## src/rtl/nmr_scan_sequencer_if.sv

```systemverilog
// Config/status link between the scan sequencer (master) and the acquisition FSM (slave):
// 193-bit cfg word out, 32-bit status word back.
interface nmr_scan_sequencer_if;
    logic [192:0] cfg_o;
    logic [31:0]  sts_i;

    modport master (output cfg_o, input sts_i);
    modport slave  (input cfg_o, output sts_i);
endinterface

```

## src/rtl/nmr_scan_sequencer.sv

```systemverilog
// nmr_scan_sequencer: steps the acquisition FSM through reset-hold, release and enable for
// n_scans averaged scans. Define NMR_SEQ_PHASE_CYCLE_EN to negate the amplitude on odd scans.
module nmr_scan_sequencer #(
    parameter int unsigned SETUP_CYCLES    = 12,
    parameter int unsigned RECOVERY_CYCLES = 1000,
    parameter int unsigned TIMEOUT_CYCLES  = 16777216
) (
    input  logic                 clk,
    input  logic                 rst_n,
    input  logic                 start,
    input  logic                 abort,
    input  logic [15:0]          n_scans,
    input  logic [15:0]          amplitude,
    input  logic [31:0]          size,
    input  logic [31:0]          nb_of_sample,
    input  logic [31:0]          freq,
    input  logic [31:0]          exc_time,
    input  logic [31:0]          acq_time,
    nmr_scan_sequencer_if.master fsm,
    output logic                 busy,
    output logic [15:0]          scan_cnt,
    output logic                 run_done,
    output logic                 timeout_err,
    output logic [2:0]           state_dbg
);

    // Handshake: start is a one-cycle request accepted only in IDLE and ignored otherwise;
    // abort is a level that wins over everything. Toward the FSM, cfg[0] releases its reset,
    // cfg[1] enables the scan, and sts[0] is a done level that is only looked at in ENABLE.

    typedef enum logic [2:0] {
        S_IDLE, S_HOLD_RST, S_RELEASE, S_ENABLE, S_RECOVER, S_ERROR
    } state_t;

    localparam logic [31:0] SETUP_LAST   = (SETUP_CYCLES    > 0) ? 32'(SETUP_CYCLES - 1)    : 32'd0;
    localparam logic [31:0] RECOVER_LAST = (RECOVERY_CYCLES > 0) ? 32'(RECOVERY_CYCLES - 1) : 32'd0;
    localparam logic [31:0] TIMEOUT_LAST = (TIMEOUT_CYCLES  > 0) ? 32'(TIMEOUT_CYCLES - 1)  : 32'd0;

    state_t       state_q, state_d;
    logic [31:0]  cnt_q, cnt_d;
    logic [15:0]  scan_cnt_d;
    logic [15:0]  n_eff_q;
    logic [192:0] cfg_q;
    logic [1:0]   ctrl_d;
    logic         accept;
    logic         done_pulse;
    logic         to_err;
    logic         unused_sts;

    assign fsm.cfg_o  = cfg_q;
    assign state_dbg  = state_q;
    assign unused_sts = ^fsm.sts_i[31:1];

    always_comb begin
        state_d    = state_q;
        cnt_d      = cnt_q;
        scan_cnt_d = scan_cnt;
        accept     = 1'b0;
        done_pulse = 1'b0;
        to_err     = 1'b0;
        case (state_q)
            S_IDLE: begin
                if (start) begin
                    accept     = 1'b1;
                    state_d    = S_HOLD_RST;
                    cnt_d      = '0;
                    scan_cnt_d = '0;
                end
            end
            S_HOLD_RST, S_RELEASE: begin
                if (cnt_q == SETUP_LAST) begin
                    state_d = (state_q == S_HOLD_RST) ? S_RELEASE : S_ENABLE;
                    cnt_d   = '0;
                end else begin
                    cnt_d = cnt_q + 32'd1;
                end
            end
            S_ENABLE: begin
                // Done is checked before the watchdog so a done on the last allowed cycle counts.
                if (fsm.sts_i[0]) begin
                    scan_cnt_d = scan_cnt + 16'd1;
                    cnt_d      = '0;
                    if ((scan_cnt + 16'd1) == n_eff_q) begin
                        done_pulse = 1'b1;
                        state_d    = S_IDLE;
                    end else begin
                        state_d = (RECOVERY_CYCLES == 0) ? S_HOLD_RST : S_RECOVER;
                    end
                end else if (cnt_q == TIMEOUT_LAST) begin
                    to_err  = 1'b1;
                    state_d = S_ERROR;
                    cnt_d   = '0;
                end else begin
                    cnt_d = cnt_q + 32'd1;
                end
            end
            S_RECOVER: begin
                if (cnt_q == RECOVER_LAST) begin
                    state_d = S_HOLD_RST;
                    cnt_d   = '0;
                end else begin
                    cnt_d = cnt_q + 32'd1;
                end
            end
            S_ERROR: state_d = S_IDLE;
            default: state_d = S_IDLE;
        endcase
        if (abort) begin
            state_d    = S_IDLE;
            cnt_d      = '0;
            scan_cnt_d = scan_cnt;
            accept     = 1'b0;
            done_pulse = 1'b0;
            to_err     = 1'b0;
        end
    end

    always_comb begin
        ctrl_d = 2'b00;
        case (state_d)
            S_RELEASE: ctrl_d = 2'b01;
            S_ENABLE:  ctrl_d = 2'b11;
            default:   ctrl_d = 2'b00;
        endcase
    end

`ifdef NMR_SEQ_PHASE_CYCLE_EN
    logic [15:0] amp_q;
    logic [15:0] amp_src;
    logic [15:0] amp_field;
    logic        enter_hold;

    assign enter_hold = (state_d == S_HOLD_RST) && (state_q != S_HOLD_RST);

    // The scan count seen on HOLD_RST entry picks the phase; -0x8000 saturates to 0x7FFF.
    always_comb begin
        amp_src   = accept ? amplitude : amp_q;
        amp_field = amp_src;
        if (scan_cnt_d[0])
            amp_field = (amp_src == 16'h8000) ? 16'h7FFF : (16'd0 - amp_src);
    end

    always_ff @(posedge clk or negedge rst_n) begin
        if (!rst_n)      amp_q <= '0;
        else if (accept) amp_q <= amplitude;
    end
`endif

    always_ff @(posedge clk or negedge rst_n) begin
        if (!rst_n) begin
            state_q     <= S_IDLE;
            cnt_q       <= '0;
            scan_cnt    <= '0;
            n_eff_q     <= '0;
            cfg_q       <= '0;
            busy        <= 1'b0;
            run_done    <= 1'b0;
            timeout_err <= 1'b0;
        end else begin
            state_q     <= state_d;
            cnt_q       <= cnt_d;
            scan_cnt    <= scan_cnt_d;
            busy        <= (state_d != S_IDLE);
            run_done    <= done_pulse;
            cfg_q[1:0]  <= ctrl_d;
            if (to_err)      timeout_err <= 1'b1;
            else if (accept) timeout_err <= 1'b0;
            if (accept) begin
                cfg_q[192:32] <= {1'b0, acq_time, exc_time, freq, nb_of_sample, size};
                cfg_q[31:16]  <= amplitude;
                n_eff_q       <= (n_scans == 16'd0) ? 16'd1 : n_scans;
            end
`ifdef NMR_SEQ_PHASE_CYCLE_EN
            if (enter_hold) cfg_q[31:16] <= amp_field;
`endif
        end
    end

endmodule

```

## src/flat_wrapper.sv

```systemverilog
// flat-port wrapper written by rule: the top's interface ports become plain ports
module nmr_scan_sequencer_flat 
#(
    parameter int unsigned SETUP_CYCLES    = 12,
    parameter int unsigned RECOVERY_CYCLES = 1000,
    parameter int unsigned TIMEOUT_CYCLES  = 16777216
)
  (clk, rst_n, start, abort, n_scans, amplitude, size, nb_of_sample, freq, exc_time, acq_time, busy, scan_cnt, run_done, timeout_err, state_dbg, fsm_cfg_o, fsm_sts_i);
  nmr_scan_sequencer_if fsm_i ();
  input  logic clk;
  input  logic rst_n;
  input  logic start;
  input  logic abort;
  input  logic [15:0] n_scans;
  input  logic [15:0] amplitude;
  input  logic [31:0] size;
  input  logic [31:0] nb_of_sample;
  input  logic [31:0] freq;
  input  logic [31:0] exc_time;
  input  logic [31:0] acq_time;
  output logic busy;
  output logic [15:0] scan_cnt;
  output logic run_done;
  output logic timeout_err;
  output logic [2:0] state_dbg;
  output wire logic [$bits(fsm_i.cfg_o)-1:0] fsm_cfg_o;
  input wire logic [$bits(fsm_i.sts_i)-1:0] fsm_sts_i;
  assign fsm_cfg_o = fsm_i.cfg_o;
  assign fsm_i.sts_i = fsm_sts_i;
  nmr_scan_sequencer #(.SETUP_CYCLES(SETUP_CYCLES), .RECOVERY_CYCLES(RECOVERY_CYCLES), .TIMEOUT_CYCLES(TIMEOUT_CYCLES)) u_core (.clk(clk), .rst_n(rst_n), .start(start), .abort(abort), .n_scans(n_scans), .amplitude(amplitude), .size(size), .nb_of_sample(nb_of_sample), .freq(freq), .exc_time(exc_time), .acq_time(acq_time), .fsm(fsm_i), .busy(busy), .scan_cnt(scan_cnt), .run_done(run_done), .timeout_err(timeout_err), .state_dbg(state_dbg));
endmodule
```

## config.mk

```make
export PLATFORM = sky130hd
export DESIGN_NAME = nmr_scan_sequencer_flat
export DESIGN_NICKNAME = d
export VERILOG_FILES = /design/src/rtl/nmr_scan_sequencer_if.sv /design/src/rtl/nmr_scan_sequencer.sv /design/src/flat_wrapper.sv
export SDC_FILE = /design/constraint.sdc
export NUM_CORES = 1
export LEC_CHECK = 0
export CAP_MARGIN = 30
export CORE_AREA = 2 2 170 172
export DETAILED_ROUTE_END_ITERATION = 16
export DIE_AREA = 0 0 172 174
export PLACE_DENSITY = 0.82
export SLEW_MARGIN = 40
export SYNTH_ARGS = -nofsm -noshare
export SYNTH_HDL_FRONTEND = slang
export SYNTH_SLANG_ARGS = --single-unit
```

## constraint.sdc

```tcl
create_clock -name clk -period 3.5 [get_ports clk]
set_input_delay 0.7 -clock clk [delete_from_list [all_inputs] [get_ports clk]]
set_output_delay 0.7 -clock clk [all_outputs]
set_load 0.02 [all_outputs]
```

==> After elaboration in Yosys (flattened, before gate mapping) <==
Index checks and enable logic that the tools add are counted.
{ "totals": {"reg_bits": 248, "in_bits": 228, "output_inout_bits": 215, "word_cells": 68} }
{ "op_classes": {"add_sub_neg": 2, "n_eq_ne": 13, "muxes": 34, "bitwise_logic": 1, "n_reduce_logical": 9} }
{ "op_table": {"columns": ["operator", "n"], "rows": [
  ["32-bit 2-to-1 mux", 6],
  ["32-bit one-hot mux with 4 select lines", 1],
  ["16-bit 2-to-1 mux", 3],
  ["32-bit by 1-bit adder with 32-bit output, second input constant", 1],
  ["32-bit by 10-bit equality test with 1-bit output, second input constant", 1],
  ["32-bit by 24-bit equality test with 1-bit output, second input constant", 1],
  ["32-bit by 4-bit equality test with 1-bit output, second input constant", 1],
  ["16-bit one-hot mux with 2 select lines", 1],
  ["3-bit 2-to-1 mux", 7],
  ["16-bit by 1-bit adder with 16-bit output, second input constant", 1],
  ["16-bit equality test", 1],
  ["16-bit zero test", 1],
  ["1-bit 2-to-1 mux", 14],
  ["3-bit by 2-bit equality test with 1-bit output, second input constant", 4],
  ["3-bit one-hot mux with 4 select lines", 1],
  ["5-bit nonzero test", 1],
  ["2-bit != test, second input constant", 2],
  ["2-bit one-hot mux with 2 select lines", 1],
  ["4-bit AND reduction", 1],
  ["2-bit nonzero test", 2],
  ["3-bit by 1-bit equality test with 1-bit output, second input constant", 1],
  ["3-bit equality test, second input constant", 1],
  ["3-bit zero test", 1],
  ["3-bit != test, second input constant", 1],
  ["4 further kinds", 4]
]} }

==> Logic depth before layout (Yosys ltp) <==
{ "depth": {"word_depth": 8, "mapped_depth": 9, "depth_no_buf": 7} }

==> Worst setup path before layout <==
No wires, ideal clock.
{ "synth_timing": {"path_type": "flip-flop to flip-flop", "from": "register u_core.scan_cnt[0]", "to": "register u_core.busy", "setup_time_ns": 0.142, "arrival_ns": 2.121, "t_required_ns": 3.358, "setup_slack_ns": 1.238, "path_stages_with_launch": 8, "n_path_buf": 0, "synth_period_minus_slack_ns": 2.262, "path_cell_list": "dfrtp_1 -> ha_1 -> nand3_1 -> nor4_2 -> o21ai_0 -> a211o_1 -> nor4_2 -> o211ai_1"} }
{ "synth_via": {"elab_chain_cells": 7} }
{ "synth_rtl": {"columns": ["element", "line", "text"], "rows": [
  ["start: declaration", "nmr_scan_sequencer.sv:21", "output logic [15:0] scan_cnt,"],
  ["start signal: assignment", "nmr_scan_sequencer.sv:162", "scan_cnt <= scan_cnt_d;"],
  ["16-bit by 1-bit adder with 16-bit output", "nmr_scan_sequencer.sv:83", "if ((scan_cnt + 16'd1) == n_eff_q) begin"],
  ["16-bit equality test", "nmr_scan_sequencer.sv:83", null],
  ["3-bit 2-to-1 mux", "nmr_scan_sequencer.sv:83", null],
  ["3-bit 2-to-1 mux", "nmr_scan_sequencer.sv:80", "if (fsm.sts_i[0]) begin"],
  ["3-bit one-hot mux with 4 select lines", "nmr_scan_sequencer.sv:61", "case (state_q)"],
  ["3-bit 2-to-1 mux", "nmr_scan_sequencer.sv:108", "if (abort) begin"],
  ["3-bit nonzero test", "nmr_scan_sequencer.sv:163", "busy <= (state_d != S_IDLE);"],
  ["end signal: assignment", "nmr_scan_sequencer.sv:163", null],
  ["end: declaration", "nmr_scan_sequencer.sv:20", "output logic busy,"]
]} }
No other way between the ends.
A chain may end at the register's enable or synchronous reset.

==> Worst setup path in the final report <==
Same ends and word-level chain as after synthesis.

==> impl_metrics.tcl <==
set metrics [dict create \
    setup.worst_path.start_class "flop" \
    post_cts_resized 0 \
    crit_family "simple AND/OR/NAND/NOR gates" \
    post_synth_inst_count 858 \
    fillerInstances 2302 \
    hpwl_um 22800 \
    grt_first_pass_wirelength_um 48000 \
    data_arrival_time_of_the_worst_path_ns 3.14 \
    detail_route.vias_per_cell 5.04 \
    run_status "complete, no violations" \
    setup_viol 0 \
    postSynth.asyncResetShare_pct 100 \
    path_buf_inv 0 \
    critical_path.slowest_cell "sky130_fd_sc_hd__nor4_1" \
    report.power.total_mw 8.89 \
    clk_pin_slew_ns 0.06 \
    start_util_pct 38.6 \
    fin_crit_ns 2.75 \
    fin_nets 1480 \
    worst-path-max-fanout 8 \
    core_um2 28200 \
    grt-ovfl-total 0 \
    cts-root-to-sink-buffers 3 \
    post-place-ws_ns 0.704 \
    synth_seq_area_share_pct 56.9 \
    fin_cells 1661 \
    clk-insertion-delay-late_ns 0.54 \
    initial_antenna_violation_count 5 \
    rsz0062_at_grt "false" \
    worstPathCellList "ha_1 -> nand3_1 -> nor4_1 -> xnor2_1 -> nand4_1 -> nor4_2 -> o211ai_1" \
    synth_seq_cells 248 \
    dpl-instance-area_um2 15300 \
    critical_register_to_register_path_startpoint "u_core.scan_cnt[0]$_DFFE_PN0P_" \
    cts-root-buf "sky130_fd_sc_hd__clkbuf_16" \
    final_core_utilization_pct 57.3 \
    critical_path_class "flop to flop" \
    drv.max_cap_violation_count 0 \
    port-buffer-count 396 \
    clock-skew-final_ns 0.0138 \
    holdWs_ns 0.176 \
    reg2reg_depth 7 \
    crit-reg2reg-capture "u_core.busy$_DFF_PN0_" \
    detail_route.wl_per_cell_um 18.7 \
    ys_types 66 \
    ff2ff_setup_slack_ns 0.75 \
    grt_usage_pct 20.3 \
    max_freq_mhz 364 \
    hp-class "input port to async pin" \
    num_rows 62 \
    hold_viol 0 \
    number_of_placed_instances_with_taps_included 1604 \
    die_height_um 174 \
    max-vdd-ir-drop_v 0.000414 \
    final.setup.worst_slack_ns 0.749 \
    finalMaxSlewViolations 0 \
    drt-initial-drc-count 492 \
    post_cts_hold_fix_bufs 0 \
    vias_in_the_first_global_route 8822 \
    clock_sink_count 248 \
    floorplan.io_pins 443 \
    cts-buffers-inserted 28 \
    setup_tns_ns 0 \
    area_delta_synth_final_pct 48.4 \
    worst_path_largest_cell_delay_ns 0.66 \
    cp_data_required_time_ns 3.89 \
    ant_nets 0 \
    synth_edf_count 0 \
    ys_dominant_reg_cell "sky130_fd_sc_hd__dfrtp_1" \
    synth_area_per_cell_um2 12.7 \
    pd_cells_nw_per_um2 549 \
    synth_area_um2 10900 \
    fraction_of_final_layout_cells_with_drive_strength_greater_than_1_pct 21.3 \
    grt_start_max_net_pins 90 \
    cts-htree-levels 1 \
    floorplan.die.width_um 172 \
    yosys_warnings 14 \
    route.vias.total 8366 \
    static-leakage-power_nw 6.73 \
    period_share_pct 78.6 \
    post_cts_repair_timing_setup_buffer_count 0 \
    drc 0 \
    finalWirelength_um 31000 \
    cts_tree "yes" \
    dieArea_um2 29900 \
    finalWeightedCongestion 0.841 \
    final_cell_area_excluding_filler_cells_um2 16200 \
    slew-limit-headroom_pct 52.5 \
    cp-end-kind "flop" \
    detail_route.first_pass.iterations 5 \
    transition_time_at_the_pin_with_the_least_slew_margin_ns 0.713 \
]
[area by class of cell]
type                            count  area [um2]  area share [%]
Sequential cell                   248        6210            38.3
Tap cell                          384         480            2.97
Inverter                           10        37.5           0.232
Multi-Input combinational cell    555        4410            27.2
Clock buffer                       45         866            5.35
Timing Repair Buffer              407        4140            25.6
Antenna cell                        5        12.5          0.0773
Clock inverter                      7        43.8           0.270
[routing by layer]
metal	vias to the layer above	track usage, %	routed length, um
met4	0	8.16	1110
li1	3839	-	-
met5	-	0	0
met3	63	5.78	2580
met2	338	34.8	15700
met1	4126	24.0	11600
[Yosys cell counts (2+ instances only)]
library cell	n	area, um2
sky130_fd_sc_hd__clkbuf_1	21	78.8
sky130_fd_sc_hd__buf_1	3	11.3
sky130_fd_sc_hd__buf_2	16	80.1
sky130_fd_sc_hd__o41ai_1	4	35.0
sky130_fd_sc_hd__a31oi_1	5	31.3
sky130_fd_sc_hd__ha_1	2	25.0
sky130_fd_sc_hd__o31ai_1	5	37.5
sky130_fd_sc_hd__inv_1	10	37.5
sky130_fd_sc_hd__or3b_2	2	17.5
sky130_fd_sc_hd__dfrtp_1	248	6210
sky130_fd_sc_hd__nand2_1	52	195
sky130_fd_sc_hd__nor2_2	3	18.8
sky130_fd_sc_hd__o21bai_1	2	15.0
sky130_fd_sc_hd__or2_2	5	31.3
sky130_fd_sc_hd__nand3_1	16	80.1
sky130_fd_sc_hd__nand4_1	18	113
sky130_fd_sc_hd__nor2b_1	6	37.5
sky130_fd_sc_hd__buf_4	16	120
sky130_fd_sc_hd__nor3b_1	4	30.0
sky130_fd_sc_hd__a211oi_1	2	15.0
sky130_fd_sc_hd__o21a_1	2	15.0
sky130_fd_sc_hd__o211ai_1	6	45.0
sky130_fd_sc_hd__mux2_2	191	2150
sky130_fd_sc_hd__and4_1	3	26.3
sky130_fd_sc_hd__xnor2_1	21	184
sky130_fd_sc_hd__a22o_1	6	52.6
sky130_fd_sc_hd__and2_1	10	62.6
sky130_fd_sc_hd__nor2_1	37	139
sky130_fd_sc_hd__a21oi_1	5	25.0
sky130_fd_sc_hd__nor4_1	12	75.1
sky130_fd_sc_hd__o2111ai_1	2	17.5
sky130_fd_sc_hd__nand4_2	2	25.0
sky130_fd_sc_hd__nor3_4	2	32.5
sky130_fd_sc_hd__o21ai_0	40	200
sky130_fd_sc_hd__xor2_1	15	131
sky130_fd_sc_hd__a211o_1	4	35.0
sky130_fd_sc_hd__nor4_2	2	25.0
sky130_fd_sc_hd__buf_6	2	22.5
sky130_fd_sc_hd__nor3_1	13	65.1
sky130_fd_sc_hd__and3_1	8	50.1
sky130_fd_sc_hd__nand2b_1	4	25.0
sky130_fd_sc_hd__o311ai_0	2	17.5
sky130_fd_sc_hd__o22ai_1	6	37.5
[power breakdown]
part           internal [mW]  total [mW]  switching, mW
sequential              3.32        3.60          0.276
combinational           1.31        2.44           1.13
clock                   1.69        2.85           1.16
[logic make-up after synthesis]
kind of cell	share of synthesized area, %
AO/OA/AOI/OAI	5.92
XOR/XNOR	3.10
adder cells (fa/ha/maj)	0.229
buffers and inverters	3.26
flip-flops	56.9
multiplexers	19.8
other	0.0344
AND/OR/NAND/NOR	10.8
[flip-flops by register name, indices dropped and copies added, names as in the netlist]
| register | cells |
|---|---|
| u_core.busy | 1 |
| u_core.cnt_q | 32 |
| u_core.fsm.cfg_o | 178 |
| u_core.n_eff_q | 16 |
| u_core.run_done | 1 |
| u_core.scan_cnt | 16 |
| u_core.state_dbg | 3 |
| u_core.timeout_err | 1 |
[worst max-delay path by stage]
stage | slack (ns) | depth (start not counted) | from | endpoint
detailed placement | 0.70 | 5 | abort | u_core.fsm.cfg_o[82]$_DFFE_PN0P_
floorplan | 1.24 | 7 | u_core.scan_cnt[0]$_DFFE_PN0P_ | u_core.busy$_DFF_PN0_
global placement | 0.74 | 5 | abort | u_core.fsm.cfg_o[169]$_DFFE_PN0P_
CTS | 0.76 | 7 | u_core.scan_cnt[0]$_DFFE_PN0P_ | u_core.busy$_DFF_PN0_
global route | 0.52 | 7 | u_core.scan_cnt[0]$_DFFE_PN0P_ | u_core.busy$_DFF_PN0_
finish | 0.75 | 7 | u_core.scan_cnt[0]$_DFFE_PN0P_ | u_core.busy$_DFF_PN0_
[worst reg2reg max path, cell delays in order, from the launching register on]
cell and delay, ns:
sky130_fd_sc_hd__dfrtp_1 0.46, sky130_fd_sc_hd__ha_1 0.29, sky130_fd_sc_hd__nand3_1 0.28, sky130_fd_sc_hd__nor4_1 0.67, sky130_fd_sc_hd__xnor2_1 0.19, sky130_fd_sc_hd__nand4_1 0.14
sky130_fd_sc_hd__nor4_2 0.44, sky130_fd_sc_hd__o211ai_1 0.14
[cell usage in the layout, fill, tap and decap left out, types with 3 or more instances in the layout]
cell / count
sky130_fd_sc_hd__clkbuf_1: 8
sky130_fd_sc_hd__o211ai_1: 6
sky130_fd_sc_hd__o22ai_1: 6
sky130_fd_sc_hd__o41ai_1: 4
sky130_fd_sc_hd__nand4_1: 18
sky130_fd_sc_hd__a21oi_1: 5
sky130_fd_sc_hd__dfrtp_1: 248
sky130_fd_sc_hd__nor2_1: 37
sky130_fd_sc_hd__nor2_2: 3
sky130_fd_sc_hd__clkdlybuf4s50_1: 395
sky130_fd_sc_hd__nor2b_1: 6
sky130_fd_sc_hd__o31ai_1: 5
sky130_fd_sc_hd__a211o_1: 4
sky130_fd_sc_hd__clkinv_2: 4
sky130_fd_sc_hd__and3_1: 8
sky130_fd_sc_hd__conb_1: 15
sky130_fd_sc_hd__o21ai_0: 40
sky130_fd_sc_hd__inv_1: 10
sky130_fd_sc_hd__diode_2: 5
sky130_fd_sc_hd__and4_1: 3
sky130_fd_sc_hd__buf_12: 7
sky130_fd_sc_hd__mux2_2: 191
sky130_fd_sc_hd__a31oi_1: 5
sky130_fd_sc_hd__nor3_1: 13
sky130_fd_sc_hd__a22o_1: 6
sky130_fd_sc_hd__xnor2_1: 21
sky130_fd_sc_hd__nor4_1: 12
sky130_fd_sc_hd__or2_2: 5
sky130_fd_sc_hd__nand2_1: 51
sky130_fd_sc_hd__buf_4: 4
sky130_fd_sc_hd__xor2_1: 15
sky130_fd_sc_hd__and2_1: 10
sky130_fd_sc_hd__nor3b_1: 4
sky130_fd_sc_hd__nand2b_1: 4
sky130_fd_sc_hd__clkbuf_8: 8
sky130_fd_sc_hd__nand3_1: 16
sky130_fd_sc_hd__clkbuf_16: 29
No activity file was read; power rests on OpenSTA's default activity.
